==> config.mk <==
export PLATFORM = sky130hd
export DESIGN_NAME = silife_uart_cmd
export DESIGN_NICKNAME = d
export VERILOG_FILES = /design/src/rtl/silife_uart_cmd.sv
export SDC_FILE = /design/constraint.sdc
export NUM_CORES = 1
export LEC_CHECK = 0
export ABC_AREA = 1
export CAP_MARGIN = 20
export CORE_UTILIZATION = 60
export CTS_CLUSTER_SIZE = 24
export DETAILED_ROUTE_END_ITERATION = 12
export PLACE_DENSITY = 0.82
export SLEW_MARGIN = 20
export SYNTH_ARGS = -nofsm -noshare
export SYNTH_HDL_FRONTEND = slang
export SYNTH_SLANG_ARGS = --single-unit
==> constraint.sdc <==
create_clock -name clk -period 3.55 [get_ports clk]
set_clock_uncertainty 0.1 [all_clocks]
set_input_delay 0.71 -clock clk [delete_from_list [all_inputs] [get_ports clk]]
set_output_delay 0.71 -clock clk [all_outputs]
set_load 0.02 [all_outputs]
==> src/rtl/silife_uart_cmd.sv <==
// UART command processor for the SiLife grid core: decodes single-byte commands,
// drives step/write/reset controls and streams an ASCII dump of the grid.
module silife_uart_cmd #(
  parameter int ROWS   = 32,
  parameter int COLS   = 8,
  parameter int CNT_W  = 16,
  parameter int RD_LAT = 1,
  localparam int ROW_W = (ROWS > 1) ? $clog2(ROWS) : 1
) (
  input  logic             clk,
  input  logic             rst,
  input  logic [7:0]       rx_data,
  input  logic             rx_valid,
  output logic             rx_ready,
  output logic [7:0]       tx_data,
  output logic             tx_valid,
  input  logic             tx_ready,
  output logic [ROW_W-1:0] grid_row_sel,
  output logic             grid_wr_en,
  output logic [COLS-1:0]  grid_wr_data,
  input  logic [COLS-1:0]  grid_rd_data,
  output logic             grid_en,
  output logic             grid_rst_n,
  output logic             max_en
);

  localparam int COL_W  = (COLS > 1) ? $clog2(COLS) : 1;
  localparam int WAIT_W = (RD_LAT > 0) ? $clog2(RD_LAT + 1) : 1;
  localparam logic [WAIT_W-1:0] WAIT_LAST = WAIT_W'(RD_LAT);
  localparam logic [ROW_W-1:0]  ROW_LAST  = ROW_W'(ROWS - 1);
  localparam logic [COL_W-1:0]  COL_LAST  = COL_W'(COLS - 1);
  localparam logic [7:0] CR = 8'h0d, LF = 8'h0a;

  typedef enum logic [2:0] {
    IDLE, RESP, RESP_LF, RUN, DUMP_WAIT, DUMP_CHAR, DUMP_CR, DUMP_LF
  } state_t;

  state_t            state, state_d;
  logic [7:0]        tx_data_d;
  logic              tx_valid_d;
  logic [CNT_W-1:0]  step_count, step_count_d, run_left, run_left_d;
  logic              run_en, run_en_d;
  logic [ROW_W-1:0]  wr_row, wr_row_d, dump_row, dump_row_d;
  logic [COL_W-1:0]  wr_col, wr_col_d, dump_col, dump_col_d;
  logic [COLS-1:0]   wr_data, wr_data_d, line_buf, line_buf_d;
  logic [WAIT_W-1:0] wait_cnt, wait_cnt_d;
  logic              hdr, hdr_d;
  logic              step_pulse, step_pulse_d, wr_pulse, wr_pulse_d;
  logic              demo_pulse, demo_pulse_d, rst_pulse, rst_pulse_d;

  logic              accept, dumping;
  logic [7:0]        lc;
  logic [CNT_W+3:0]  cnt_ext, cnt_mac;
  logic [CNT_W-1:0]  cnt_sat;
  logic [COL_W-1:0]  col_nxt;

  function automatic logic [7:0] cell_char(input logic b);
    return b ? 8'h23 : 8'h2e;
  endfunction

  assign accept   = rx_valid & rx_ready;
  assign dumping  = (state == RESP_LF) || (state == DUMP_WAIT) || (state == DUMP_CHAR) ||
                    (state == DUMP_CR) || (state == DUMP_LF);
  assign lc       = (rx_data >= 8'h41 && rx_data <= 8'h5a) ? (rx_data | 8'h20) : rx_data;
  assign col_nxt  = dump_col + 1'b1;

  // step_count*10 + digit computed 4 bits wider so overflow is visible before saturation
  assign cnt_ext  = {4'b0, step_count};
  assign cnt_mac  = (cnt_ext << 3) + (cnt_ext << 1) + {{CNT_W{1'b0}}, rx_data[3:0]};
  assign cnt_sat  = (cnt_mac > {4'b0, {CNT_W{1'b1}}}) ? {CNT_W{1'b1}} : cnt_mac[CNT_W-1:0];

  assign rx_ready     = (state == IDLE) & ~rst;
  assign grid_en      = step_pulse | (state == RUN) | (run_en & ~dumping);
  assign grid_row_sel = dumping ? dump_row : wr_row;
  assign grid_wr_en   = wr_pulse | demo_pulse;
  assign grid_wr_data = wr_data;
  assign grid_rst_n   = ~(rst | rst_pulse);
  assign max_en       = ~dumping;

  always_comb begin
    state_d      = state;
    tx_data_d    = tx_data;
    tx_valid_d   = tx_valid;
    step_count_d = step_count;
    run_left_d   = run_left;
    run_en_d     = run_en;
    wr_col_d     = wr_col;
    wr_data_d    = wr_data;
    dump_row_d   = dump_row;
    dump_col_d   = dump_col;
    line_buf_d   = line_buf;
    wait_cnt_d   = wait_cnt;
    hdr_d        = hdr;
    step_pulse_d = 1'b0;
    wr_pulse_d   = 1'b0;
    demo_pulse_d = 1'b0;
    rst_pulse_d  = 1'b0;
    // a row write commits the row pointer one cycle after its strobe
    wr_row_d     = wr_pulse ? ((wr_row == ROW_LAST) ? '0 : wr_row + 1'b1) : wr_row;

    unique case (state)
      IDLE: if (accept) begin
        state_d    = RESP;
        tx_valid_d = 1'b1;
        tx_data_d  = rx_data;
        if (rx_data >= 8'h30 && rx_data <= 8'h39) begin
          step_count_d = cnt_sat;
        end else if (rx_data == 8'h2e || rx_data == 8'h23) begin
          wr_data_d[wr_col] = (rx_data == 8'h23);
          if (wr_col == COL_LAST) begin
            wr_col_d   = '0;
            wr_pulse_d = 1'b1;
          end else begin
            wr_col_d = wr_col + 1'b1;
          end
        end else begin
          case (lc)
            8'h73: begin step_pulse_d = 1'b1; tx_data_d = 8'h53; end
            8'h6e: begin
              tx_data_d = 8'h4e;
              if (step_count != '0) begin
                tx_valid_d = 1'b0;
                run_left_d = step_count;
                state_d    = RUN;
              end
            end
            8'h72: begin
              step_pulse_d = (rx_data == 8'h52);
              tx_data_d    = CR;
              hdr_d        = 1'b1;
              dump_row_d   = '0;
              state_d      = DUMP_CR;
            end
            8'h77: begin wr_row_d = '0; wr_col_d = '0; tx_data_d = 8'h57; end
            8'h64: begin
              rst_pulse_d  = 1'b1;
              demo_pulse_d = 1'b1;
              run_en_d     = 1'b1;
              tx_data_d    = 8'h44;
            end
            8'h70: begin run_en_d = ~run_en; tx_data_d = 8'h50; end
            8'h7a: begin
              rst_pulse_d  = 1'b1;
              run_en_d     = 1'b0;
              step_count_d = '0;
              tx_data_d    = 8'h5a;
            end
            default: tx_data_d = 8'h58;
          endcase
        end
      end
      RESP: if (tx_ready) begin
        tx_valid_d = 1'b0;
        state_d    = IDLE;
      end
      RUN: begin
        if (run_left == {{(CNT_W-1){1'b0}}, 1'b1}) begin
          state_d      = RESP;
          tx_valid_d   = 1'b1;
          step_count_d = '0;
        end else begin
          run_left_d = run_left - 1'b1;
        end
      end
      DUMP_CR: if (tx_ready) begin
        tx_data_d = LF;
        state_d   = hdr ? RESP_LF : DUMP_LF;
      end
      // header LF: after it the first row read starts
      RESP_LF: if (tx_ready) begin
        tx_valid_d = 1'b0;
        hdr_d      = 1'b0;
        wait_cnt_d = '0;
        state_d    = DUMP_WAIT;
      end
      DUMP_LF: if (tx_ready) begin
        tx_valid_d = 1'b0;
        if (dump_row == ROW_LAST) begin
          state_d = IDLE;
        end else begin
          dump_row_d = dump_row + 1'b1;
          wait_cnt_d = '0;
          state_d    = DUMP_WAIT;
        end
      end
      DUMP_WAIT: begin
        if (wait_cnt == WAIT_LAST) begin
          line_buf_d = grid_rd_data;
          dump_col_d = '0;
          tx_valid_d = 1'b1;
          tx_data_d  = cell_char(grid_rd_data[0]);
          state_d    = DUMP_CHAR;
        end else begin
          wait_cnt_d = wait_cnt + 1'b1;
        end
      end
      DUMP_CHAR: if (tx_ready) begin
        if (dump_col == COL_LAST) begin
          tx_data_d = CR;
          state_d   = DUMP_CR;
        end else begin
          dump_col_d = col_nxt;
          tx_data_d  = cell_char(line_buf[col_nxt]);
        end
      end
      default: state_d = IDLE;
    endcase
  end

  always_ff @(posedge clk) begin
    if (rst) begin
      state      <= IDLE;
      tx_data    <= 8'h00;
      tx_valid   <= 1'b0;
      step_count <= '0;
      run_left   <= '0;
      run_en     <= 1'b0;
      wr_row     <= '0;
      wr_col     <= '0;
      wr_data    <= '0;
      dump_row   <= '0;
      dump_col   <= '0;
      line_buf   <= '0;
      wait_cnt   <= '0;
      hdr        <= 1'b0;
      step_pulse <= 1'b0;
      wr_pulse   <= 1'b0;
      demo_pulse <= 1'b0;
      rst_pulse  <= 1'b0;
    end else begin
      state      <= state_d;
      tx_data    <= tx_data_d;
      tx_valid   <= tx_valid_d;
      step_count <= step_count_d;
      run_left   <= run_left_d;
      run_en     <= run_en_d;
      wr_row     <= wr_row_d;
      wr_col     <= wr_col_d;
      wr_data    <= wr_data_d;
      dump_row   <= dump_row_d;
      dump_col   <= dump_col_d;
      line_buf   <= line_buf_d;
      wait_cnt   <= wait_cnt_d;
      hdr        <= hdr_d;
      step_pulse <= step_pulse_d;
      wr_pulse   <= wr_pulse_d;
      demo_pulse <= demo_pulse_d;
      rst_pulse  <= rst_pulse_d;
    end
  end

endmodule

Word-level counts from Yosys, hierarchy flattened

Cells that the tools add are included.

Bits in registers: 83
Input port bits: 20
Output and inout bits: 27
Logic and storage cells: 219

$add $sub $neg: 8
$lt $le $gt $ge: 8
Equal/unequal tests: 42
Muxes and demuxes: 92
Bitwise operators: 15
Reductions and logical operators: 36

Operators with widths:

| cell                                                  | number |
|---|---|
| two-way mux 16 bit                                    | 12 |
| two-way mux 5 bit                                     | 14 |
| equality test 8 x 7 -> 1 bit, second input constant   | 8 |
| one-hot mux 16 bit (2 select lines)                   | 2 |
| two-way mux 3 bit                                     | 19 |
| one-hot mux 7 bit (7 select lines)                    | 1 |
| two-way mux 8 bit                                     | 6 |
| one-hot mux 8 bit (4 select lines)                    | 1 |
| inequality test 2 bit, second input constant          | 12 |
| one-hot mux 3 bit (8 select lines)                    | 1 |
| adder 19 x 17 -> 20 bit                               | 1 |
| adder 20 x 4 -> 20 bit                                | 1 |
| > comparator 20 x 16 -> 1 bit, second input constant  | 1 |
| two-way mux 1 bit                                     | 20 |
| AND reduction 5 bit                                   | 4 |
| equality test 3 bit, second input constant            | 6 |
| equality test 16 x 1 -> 1 bit, second input constant  | 1 |
| equality test 8 x 6 -> 1 bit, second input constant   | 2 |
| AND reduction 4 bit                                   | 4 |
| nonzero test 16 bit                                   | 1 |
| subtractor 16 x 1 -> 16 bit, second input constant    | 1 |
| AND reduction 7 bit                                   | 2 |
| two-way mux 6 bit                                     | 2 |
| inequality test 2 x 1 -> 1 bit, second input constant | 6 |
| other kinds (39)                                      | 73 |

Longest topological paths before layout

Depth in word-level cells: 9
Depth in mapped cells: 16
Gate-level depth less buffers: 15

Worst setup path after synthesis

No wires, ideal clock.

Path kind: in2reg
From: in rx_data[3]
To: reg step_count[15]
Arrival: 2.939 ns
Required time: 3.318 ns
Slack: 0.379 ns
Cell stages on the path: 15
Cells stage by stage: fa_1 -> fa_1 -> nand3_1 -> nand3_1 -> nand2_1 -> nand2_1 -> nand2_1 -> nand2_1 -> nand2_1 -> nand2_1 -> nor2_1 -> buf_2 -> nand3_1 -> nand2_1 -> a21oi_1

Cells in the longest elaborated chain, start to end: 6
Elaborated cells between the ends (all ways): 20
Classes of those cells: add/sub: 1; order compare: 5; eq/ne: 5; mux: 5; reduce/logical: 4

Ends and longest elaborated chain:

| what                                                                              | line     | RTL |
|---|---|---|
| start, declared                                                                   | 12       | `input logic [7:0] rx_data,` |
| adder 20 x 4 -> 20 bit, or another cell as far along                              | 69       | `assign cnt_mac = (cnt_ext << 3) + (cnt_ext << 1) + {{CNT_W{1'b0}}, rx_data[3:0]};` |
| > comparator 20 x 16 -> 1 bit / logical AND 1 bit (equally long branches)         | 70, 64   |  |
| two-way mux 16 bit / two-way mux 6 bit (equally long branches)                    | 70, 64   |  |
| two-way mux 16 bit / equality test 8 x 7 -> 1 bit (equally long branches)         | 106, 117 |  |
| two-way mux 16 bit / inequality test 3 x 1 -> 1 bit (equally long branches)       | -        |  |
| one-hot mux 16 bit (2 select lines) / AND reduction 5 bit (equally long branches) | -        |  |
| end signal, assigned                                                              | 234      | `step_count <= step_count_d;` |
| end, declared                                                                     | 41       | `logic [CNT_W-1:0] step_count, step_count_d, run_left, run_left_d;` |

Several ways; a longest one is shown, not always the timed one. The select of a mux whose other input is x is not followed.
A chain may end at the register's enable or synchronous reset.

Worst setup path after layout

From: in rx_data[3]
To: reg step_count[1]

Same word-level chain as after synthesis.

==> impl_results.md <==
- Fin. Hold Viols: 0
- Largest net degree at the start of global routing: 33
- CP max FO: 16
- Die Ht: 102 um
- Vias in the first global route: 5437
- Reg-to-reg slack, setup: 0.66 ns
- Core area: 9680 sq um
- Yosys Warn Count: 0
- CP Class: in -> reg
- Post-CTS sizing: 0
- Post-CTS Setup Inserts: 0
- Multi-input logic area: 3720 sq um
- Mapped Nets: 995
- Routability congestion estimate: 0.906
- Initial DRT Pass Iterations: 5
- Tot Pwr: approximately 3.7 mW
- Final routed DRC violation total: 0
- Final hold slack: ~0.35 ns
- Critical Path AT: 3.39 ns
- Mapped Avg Cell Area: ~6.4 sq um
- CP delay by family, top: adder cells
- RSZ-0062 raised after global routing: no
- Leak Pwr: ~3.3 nW
- Max Transition Viols Final: 0
- Clk buf depth: 2
- Layout cells sized above 1: 0.0599
- Post-cts hold buffer count: 0
- Clk sink count: a little over 80
- Final setup vio count: 0
- Initial core utilization: 0.615
- First-pass GRT wire length: 24600 um
- NumNets Final: 1044
- Num rows: 36
- Setup crit start kind: input pin
- Seq/Total Area, Yosys: 0.279
- Pwr dens: 538 nW/um^2
- Peak supply drop: about 0.34 mV
- H-Tree Depth: 3
- FILL cells: between 800 and 900
- Routed wire length: 14800 um
- Setup TNS: 0 ns
- Via count: 6188
- Initial antenna violation count: 0
- Max-cap violations: 0
- Clock Latency Late Sink: 0.36 ns
- Die width: 102 um
- Layout area overhead: 13.9%
- Distinct cell type count after synthesis: 48
- Clk root buf: clkbuf_8
- Global route overflow: 0
- Flops & latches, synth: 83
- Number of port buffers: 46
- Max incr delay on CP: 0.55 ns
- ANT nets after route: 0
- Worst min path class: reg -> reg
- CTS tree: done
- Boundary pin count: 47
- Critical-path cell list: clkdlybuf4s50_1 > fa_1 > fa_1 > nand3_1 > nand3_1 > nand2_1 > nand2_1 > nand2_1 > nand2_1 > nand2_1 > nand2_1 > nor2_1 > buf_4 > nand3_1 > nand2_1 > a21oi_1
- DR vias/cell: 5.53
- Period utilisation layout: 0.920
- Worst Path Buf+Inv: 2
- Worst EP required: 3.68 ns
- Die ar.: 10300 sq um
- Register area: ~1700 sq um
- Crit. End Element: flop
- Period minus WS final: 3.27 ns
- Total CTS buffers: 9
- DP HPWL: 11000 um
- DRT iter0 DRCs: 484
- Crit-path slowest cell: fa_1
- Final Core Density: 0.701
- DR WL/cell: roughly 13 um
- Main synth FF type: dfxtp_1
- Asr flop ratio synth: 0
- Mapped Area: 5960 sq um
- Outcome: completed
- GRT Resource Usage Total: 0.296
- Worst slew margin: 0.388
- Tightest Pin Transition: 0.917 ns
- Clk slew on worst S/H paths: 0.09 ns
- Post-synth EDFFs: 0
- Cells after Synth: between 900 and 1000
- CP dominant cell by count: nand2_1
- ANT cells: 0
- Fmax: 306 MHz
[where the power goes]
part	switching [mW]	total, mW	internal, mW
clock	0.367	0.769	0.403
combinational	1.09	1.69	0.596
sequential	0.131	1.20	1.07
[layout make-up]
class / instances / share of cell area
tap: 133 / 0.0245
clock inverter: 5 / 0.0127
inverter: 122 / 0.0680
clock buffer: 11 / 0.0194
sequential: 83 / 0.245
multi-input combinational: 704 / 0.548
timing repair buffer: 60 / 0.0826
[logic make-up (layout without fill, tap and decap cells)]
kind of cell | Yosys count | in the layout | share of synthesized area
AOI/OAI and AO/OA | 149 | 149 | 0.135
xor gates and xnor gates | 20 | 20 | 0.0294
buffers and inverters | 144 | 198 | 0.0968
muxes | 2 | 2 | 0.00336
adders and majority gates | 44 | 44 | 0.0962
and+or+nand+nor | 489 | 489 | 0.361
DFF | 83 | 83 | 0.279
[worst paths after layout]
check / from / to / depth (start not counted)
worst max register to register: step_count[0] / step_count[1] / 15
worst min register to register: tx_data[7] / tx_data[7] / 2
worst max-delay path: rx_data[3] / step_count[1] / 16
worst min-delay path: tx_data[7] / tx_data[7] / 2
[synth_stat cells (3+ instances only)]
| cell type | n | share of area |
|---|---|---|
| nand3b_1 | 3 | 0.0038 |
| xnor2_1 | 11 | 0.016 |
| ha_1 | 41 | 0.086 |
| buf_4 | 4 | 0.0050 |
| nand2_4 | 3 | 0.0057 |
| a21oi_1 | 76 | 0.064 |
| or2_2 | 3 | 0.0031 |
| fa_1 | 3 | 0.010 |
| nand2_2 | 4 | 0.0042 |
| nor2_1 | 106 | 0.067 |
| a31oi_1 | 8 | 0.0084 |
| nand3_2 | 3 | 0.0050 |
| nand4_1 | 16 | 0.017 |
| inv_2 | 4 | 0.0025 |
| nand2_1 | 237 | 0.15 |
| a21oi_2 | 3 | 0.0044 |
| nand3_1 | 76 | 0.064 |
| dfxtp_1 | 83 | 0.28 |
| nor3_1 | 21 | 0.018 |
| xor2_1 | 9 | 0.013 |
| o211ai_1 | 4 | 0.0050 |
| o21ai_0 | 46 | 0.039 |
| o21ai_1 | 4 | 0.0034 |
| nor4_1 | 5 | 0.0052 |
| clkbuf_1 | 13 | 0.0082 |
| inv_1 | 116 | 0.073 |
[registers in the layout (all words and copies together) (netlist names), 5 cells and up]
name	flops
run_left	16
step_count	16
grid_wr_data	8
line_buf	8
tx_data	8
dump_row	5
wr_row	5
[metal layers]
layer / track usage / vias up / wire (um)
met5: 0 / - / 0
met4: 0.0792 / 0 / 167
met3: 0.0462 / 22 / 1020
met2: 0.459 / 223 / 6400
met1: 0.424 / 2807 / 7190
li1: - / 3136 / -
[tightest hold or removal path, delay by kind of cell, from the launching register on]
kind | cells | cell delay, ns
simple gates | 2 | 0.09
flops | 1 | 0.32
[through the flow]
step	area, sq um	setup WS [ns]	std cells
floorplan	5960	0.379	931
global placement	6570	0.0152	1102
detailed placement	6570	-0.0524	1102
CTS	6790	0.316	1118
global route	6790	0.138	1118
finish	6790	0.284	1118
[placed cells by master, fill, tap and decap left out, types with 21 or more instances in the layout]
master,n
dfxtp_1,83
clkdlybuf4s50_1,45
a21oi_1,76
nand3_1,76
nor3_1,21
ha_1,41
inv_1,116
o21ai_0,46
nand2_1,237
nor2_1,106
Power figures use the tool's default switching activity.
